File: src/rtl/dmem_pkg.sv
// dmem_pkg: shared state type and sizing constants for the data-memory controller
package dmem_pkg;
  localparam int DFLT_DATA_W = 32;
  localparam int DFLT_DEPTH = 64;
  localparam int BYTES = DFLT_DATA_W / 8;
  localparam int OFFS_W = $clog2(BYTES);
  localparam int IDX_W = $clog2(DFLT_DEPTH);
  localparam int CNT_W = 4;
  typedef enum logic [1:0] {ST_IDLE, ST_WAIT, ST_RESP} state_t;
endpackage

File: src/rtl/dmem_array.sv
// dmem_array: word-addressed RAM with per-byte write enables, synchronous write, combinational read
module dmem_array #(
  parameter int DATA_W = 32,
  parameter int DEPTH = 64
) (
  input  logic                       clk,
  input  logic                       we,
  input  logic [DATA_W/8-1:0]        be,
  input  logic [$clog2(DEPTH)-1:0]   widx,
  input  logic [DATA_W-1:0]          wdata,
  input  logic [$clog2(DEPTH)-1:0]   ridx,
  output logic [DATA_W-1:0]          rdata
);
  logic [DATA_W-1:0] mem [DEPTH];
  // byte-lane writes; contents survive reset
  always_ff @(posedge clk)
    for (int b = 0; b < DATA_W / 8; b++)
      if (we && be[b]) mem[widx][8*b +: 8] <= wdata[8*b +: 8];
  assign rdata = mem[ridx];
endmodule

File: src/rtl/dmem_ctrl.sv
// dmem_ctrl: handshaked data-memory controller with wait states, byte-enable writes and access-error detection
module dmem_ctrl
  import dmem_pkg::*;
#(
  parameter int ADDR_W = 32,
  parameter int DATA_W = DFLT_DATA_W,
  parameter int DEPTH = DFLT_DEPTH,
  parameter int WAIT = 2
) (
  input  logic                  clk,
  input  logic                  reset,
  input  logic                  req,
  input  logic                  we,
  input  logic [DATA_W/8-1:0]   be,
  input  logic [ADDR_W-1:0]     addr,
  input  logic [DATA_W-1:0]     wdata,
  output logic [DATA_W-1:0]     rdata,
  output logic                  ready,
  output logic                  err,
  output logic                  busy
);
  localparam int OW = $clog2(DATA_W / 8);
  localparam int IW = $clog2(DEPTH);
  state_t state;
  logic [CNT_W-1:0] cnt;
  logic l_we;
  logic [DATA_W/8-1:0] l_be;
  logic [ADDR_W-1:0] l_addr;
  logic [DATA_W-1:0] l_wdata;
  logic [DATA_W-1:0] arr_rdata;
  logic [ADDR_W-1:0] src_addr;
  logic src_we, bad, fin;
  // with zero wait states the completion is resolved straight from the live inputs
  assign src_addr = (state == ST_IDLE) ? addr : l_addr;
  assign src_we = (state == ST_IDLE) ? we : l_we;
  assign bad = (|src_addr[OW-1:0]) || (ADDR_W'(src_addr[ADDR_W-1:OW]) >= ADDR_W'(DEPTH));
  assign fin = (state == ST_IDLE && req && WAIT == 0) || (state == ST_WAIT && cnt == '0);
  dmem_array #(.DATA_W(DATA_W), .DEPTH(DEPTH)) u_array (
    .clk(clk),
    .we(state == ST_RESP && l_we && !err),
    .be(l_be),
    .widx(l_addr[OW +: IW]),
    .wdata(l_wdata),
    .ridx(src_addr[OW +: IW]),
    .rdata(arr_rdata)
  );
  // access sequencer: accept in IDLE, count wait states, complete in RESP
  always_ff @(posedge clk or negedge reset)
    if (!reset) begin
      state <= ST_IDLE;
      cnt <= '0;
      l_we <= 1'b0;
      l_be <= '0;
      l_addr <= '0;
      l_wdata <= '0;
      rdata <= '0;
      ready <= 1'b0;
      err <= 1'b0;
      busy <= 1'b0;
    end else begin
      case (state)
        ST_IDLE: if (req) begin
          l_we <= we;
          l_be <= be;
          l_addr <= addr;
          l_wdata <= wdata;
          busy <= 1'b1;
          cnt <= CNT_W'(WAIT - 1);
          state <= ST_WAIT;
        end
        ST_WAIT: cnt <= cnt - 1'b1;
        default: begin
          state <= ST_IDLE;
          ready <= 1'b0;
          err <= 1'b0;
          busy <= 1'b0;
        end
      endcase
      if (fin) begin
        state <= ST_RESP;
        ready <= 1'b1;
        err <= bad;
        rdata <= bad ? '0 : (src_we ? rdata : arr_rdata);
      end
    end
endmodule

File: config.mk
export PLATFORM = sky130hd
export DESIGN_NAME = dmem_ctrl
export DESIGN_NICKNAME = d
export VERILOG_FILES = /design/src/rtl/dmem_pkg.sv /design/src/rtl/dmem_array.sv /design/src/rtl/dmem_ctrl.sv
export SDC_FILE = /design/constraint.sdc
export NUM_CORES = 2
export LEC_CHECK = 0
export CORE_MARGIN = 8
export CORE_UTILIZATION = 45
export CTS_BUF_LIST = sky130_fd_sc_hd__clkbuf_16
export CTS_CLUSTER_DIAMETER = 200
export DETAILED_ROUTE_END_ITERATION = 10
export PLACE_DENSITY = 0.59
export SLEW_MARGIN = 20
export SYNTH_ARGS = -nofsm -noshare
export SYNTH_HDL_FRONTEND = slang
export SYNTH_SLANG_ARGS = --single-unit
File: constraint.sdc
create_clock -name clk -period 3.7 [get_ports clk]
set_input_delay 0.555 -clock clk [delete_from_list [all_inputs] [get_ports clk]]
set_output_delay 0.555 -clock clk [all_outputs]
set_load 0.02 [all_outputs]
==> flow_summary.ini <==
[worst_setup_path]
worstPathMaxFanout = 8
worstSetupEndpointType = flop
worstRegToRegCells = 9
cp.arrival_ns = 4.46
criticalPathCategory = reg2reg
required_ns = 4.41
timing.rr.start = state[1]
cp_common_cell = nand2_1
r2r-end = rdata[14]
critPathSlowestCell = a222oi_1
crit_chain = nor2_4 -> buf_4 -> nand2_1 -> nand2_1 -> and4b_1 -> and2_1 -> buf_4 -> a222oi_1 -> nand2_1
cp_top_family = simple AND/OR/NAND/NOR gates
r2r_setup_slack_ns = -0.06
critical_path_buf_inv_count = 2
start_kind = flop
critPathMaxStageDelay_ns = 0.66

[logic_synthesis]
synth_area_um2 = 88700
ys_ff_latch = 2158
synth-compound-area-share_pct = 10.3
synthXorXnorAreaFrac_pct = 0
yosys_warnings = 0
synth_cells = 6650
synth_edf_count = 2048
synth_nets = 6723
synthAdderAreaFrac_pct = 0.0141
syn_avg_cell_area_um2 = 13.3
dominantRegCellSynth = edfxtp_1
yosys.area_share.simple_pct = 12.4
ys_async_sr_fraction_pct = 5.10
synthMuxAreaShare_pct = 1.96
seq_area_frac_synth_pct = 72.5
synthDistinctLibCells = 62
synth_top_family_by_area = simple AND/OR/NAND/NOR gates

[layout]
drive_above_1_share_pct = 13.1
layout_common_cells = 2048 x edfxtp_1, 1109 x nand3_1, 713 x nand2_1, 618 x o21ai_0, 414 x buf_4
synthToLayoutAreaGrowth_pct = 15.5
layout_commonest_cell = edfxtp_1
nets = 6978

[hold_path]
min_to = l_wdata[7]
hold_class = in2reg
hold_depth = 3
hp-start = wdata[7]

[sta]
setup-tns-final_ns = -0.0572
fmax_ghz = 0.266
slew_violations = 0
slew-limit-headroom_pct = 21.7
skew_ns = 0.0422
fin_ws_ns = -0.0572
finalSetupViolations = 1
rsz0062_at_grt = false
period_needed_ns = 3.76
finalCritPeriodShare_pct = 102
finalHoldViolations = 0
worst_pin_slew_ns = 1.17

[detailed_routing]
avgRoutedWirePerCell_um = 30.6
drt_iter0_markers = 8708
final_antenna_net_count = 0
first_pass_iters = 11
dr_total_vias = 62200
via_per_inst = 6.39
totalWireLength_um = 298000
drc_errors = 1

[power]
irDropWorstVdd_mv = 0.878
power.switching_mw = 35.9
pwr-share-seq_pct = 37.4
combPwrFrac_pct = 39.0
internal-power_mw = 53.0
power_per_cell_area_nw_per_um2 = 868
power_mw = 88.9
swShare_pct = 40.4
clkPwrFrac_pct = 23.7
leakagePower_nw = 34.6

[clock_tree]
cts_buffers = 217
root_buffer = clkbuf_16
clock_path_buffers = 3
insertion_delay_ns = 0.88
clk_pin_slew_worst_paths_ns = 0.06
cts_max_level = 4
cts_tree = built
clkSinkCount = 2158

[die]
io_pins = 107
rows = 163
die_h_um = 460
start_util_pct = 45.1
dieArea_um2 = 212000
fp.coreArea_um2 = 197000
die_w_um = 460

[global_route]
grt_pass1_wl_um = 426000
grt_usage_pct = 27.3
grt_pass1_vias = 59100
grt_overflow = 0
grt_start_max_net_pins = 98
antenna_found_initial = 17

[place]
dp_slack_ns = -0.300
dp_hpwl_um = 196000
gp_congestion = 0.925
port_buffers = 106

[status]
failed_checks = DRC, setup timing
outcome = finished, violations left

[run]
maxCapViolCount = 0
## layout make-up
type,instances,area [µm²]
fill,16700,94100
sequential,2158,64300
timing repair buffer,613,6020
tap,2640,3300
clock inverter,192,1350
clock buffer,217,5430
inverter,6,22.5
antenna,7,17.5
multi-input combinational,3909,22000
## cells by family after synthesis
group,Yosys count
AO/OA/AOI/OAI,1385
adder cells (fa/ha/maj),1
buffers and inverters,583
flip-flops,2158
multiplexers,158
AND/OR/NAND/NOR,2365
## power by group through the flow
| stage | Sequential, mW | Clock (mW) | Combinational, mW |
|---|---|---|---|
| 4_1_cts | 33.2 | 21.3 | 34.0 |
| 3_5_place_dp | 33.7 | 0 | 33.9 |
| 3_3_place_gp | 33.7 | 0 | 33.7 |
| 2_1_floorplan | 33.0 | 0 | 18.6 |
| 5_1_grt | 33.3 | 22.1 | 36.6 |
| 6_report | 33.2 | 21.0 | 34.7 |
## timing repair
item	in CTS	in global routing
hold endpoints to repair	88	0
buffers inserted	0	0
resized for setup	0	0
endpoints found under the setup margin	0	0
hold buffers	1	0
## worst reg2reg max path: cells and delay by family (launching register included)
kind	cells	cell delay, ns
DFF	1	0.44
and+or+nand+nor	6	1.86
AOI/OAI and AO/OA	1	0.66
buffers and inverters	2	0.65
## routing by layer
layer	up-vias	GRT usage (%)	part of all wire [%]	routed length, µm
met2	3682	42.4	46	136000
met4	8	11.0	4.6	13600
met1	31500	37.5	40	118000
met3	681	5.94	10	30400
met5	-	0.588	0.072	215
li1	26400	-	-	-
## worst max path at each step
| stage | from | endpoint | slack (ns) | cells past startpoint |
|---|---|---|---|---|
| after detailed placement | addr[3] | rdata[26] | -0.30 | 11 |
| after floorplan | addr[2] | rdata[16] | 1.21 | 11 |
| after CTS | state[0] | rdata[14] | 0.16 | 9 |
| after global routing | state[0] | rdata[14] | 0.06 | 9 |
| final | state[1] | rdata[14] | -0.06 | 9 |
| after global placement | addr[3] | rdata[2] | -0.27 | 10 |
## synthesized netlist by cell type (all sizes together), types with 2 or more instances
cell	number	area share (%)
a32oi	15	0.15
a31oi	215	1.5
edfxtp	2048	69
inv	6	0.025
a311o	15	0.17
o31ai	3	0.025
o2111a	15	0.19
nor2	270	1.2
dfrtp	110	3.1
a22oi	92	0.78
and3	97	0.68
buf	227	1.4
nor4	12	0.085
nand4	127	0.90
a311oi	5	0.049
nor3b	8	0.079
a21oi	6	0.034
a221oi	66	0.75
o2111ai	16	0.16
o21a	20	0.17
nand2b	2	0.014
o311ai	17	0.17
nand2	721	3.1
o211ai	2	0.017
mux2i	145	1.7
and3b	2	0.020
a222oi	30	0.34
a32o	16	0.18
o21ai	638	3.6
a211oi	94	0.80
mux4	10	0.25
a31o	60	0.59
o221ai	60	0.59
or3b	2	0.020
and2	4	0.028
nand3	1109	6.3
mux2	3	0.042
clkbuf	350	1.5
nor3	4	0.023
## metrics by stage
| stage | util, % | cells | hold WS (ns) | instance area [µm²] |
|---|---|---|---|---|
| floorplan | - | 6650 | 0.259 | 88700 |
| global placement | 48.7 | 9325 | 0.460 | 95700 |
| detailed placement | 48.7 | 9325 | 0.466 | 95700 |
| CTS | 52.1 | 9735 | 0.160 | 102000 |
| global route | 52.1 | 9737 | 0.192 | 102000 |
| finish | 52.1 | 9742 | 0.216 | 102000 |
## registers in the layout (all words and copies together) (netlist names)
name / cells
ready: 1
l_wdata: 32
err: 1
cnt: 4
u_array.mem: 2048
l_we: 1
l_be: 4
busy: 1
l_addr: 32
state: 2
rdata: 32
(Power assumes the default switching activity.)
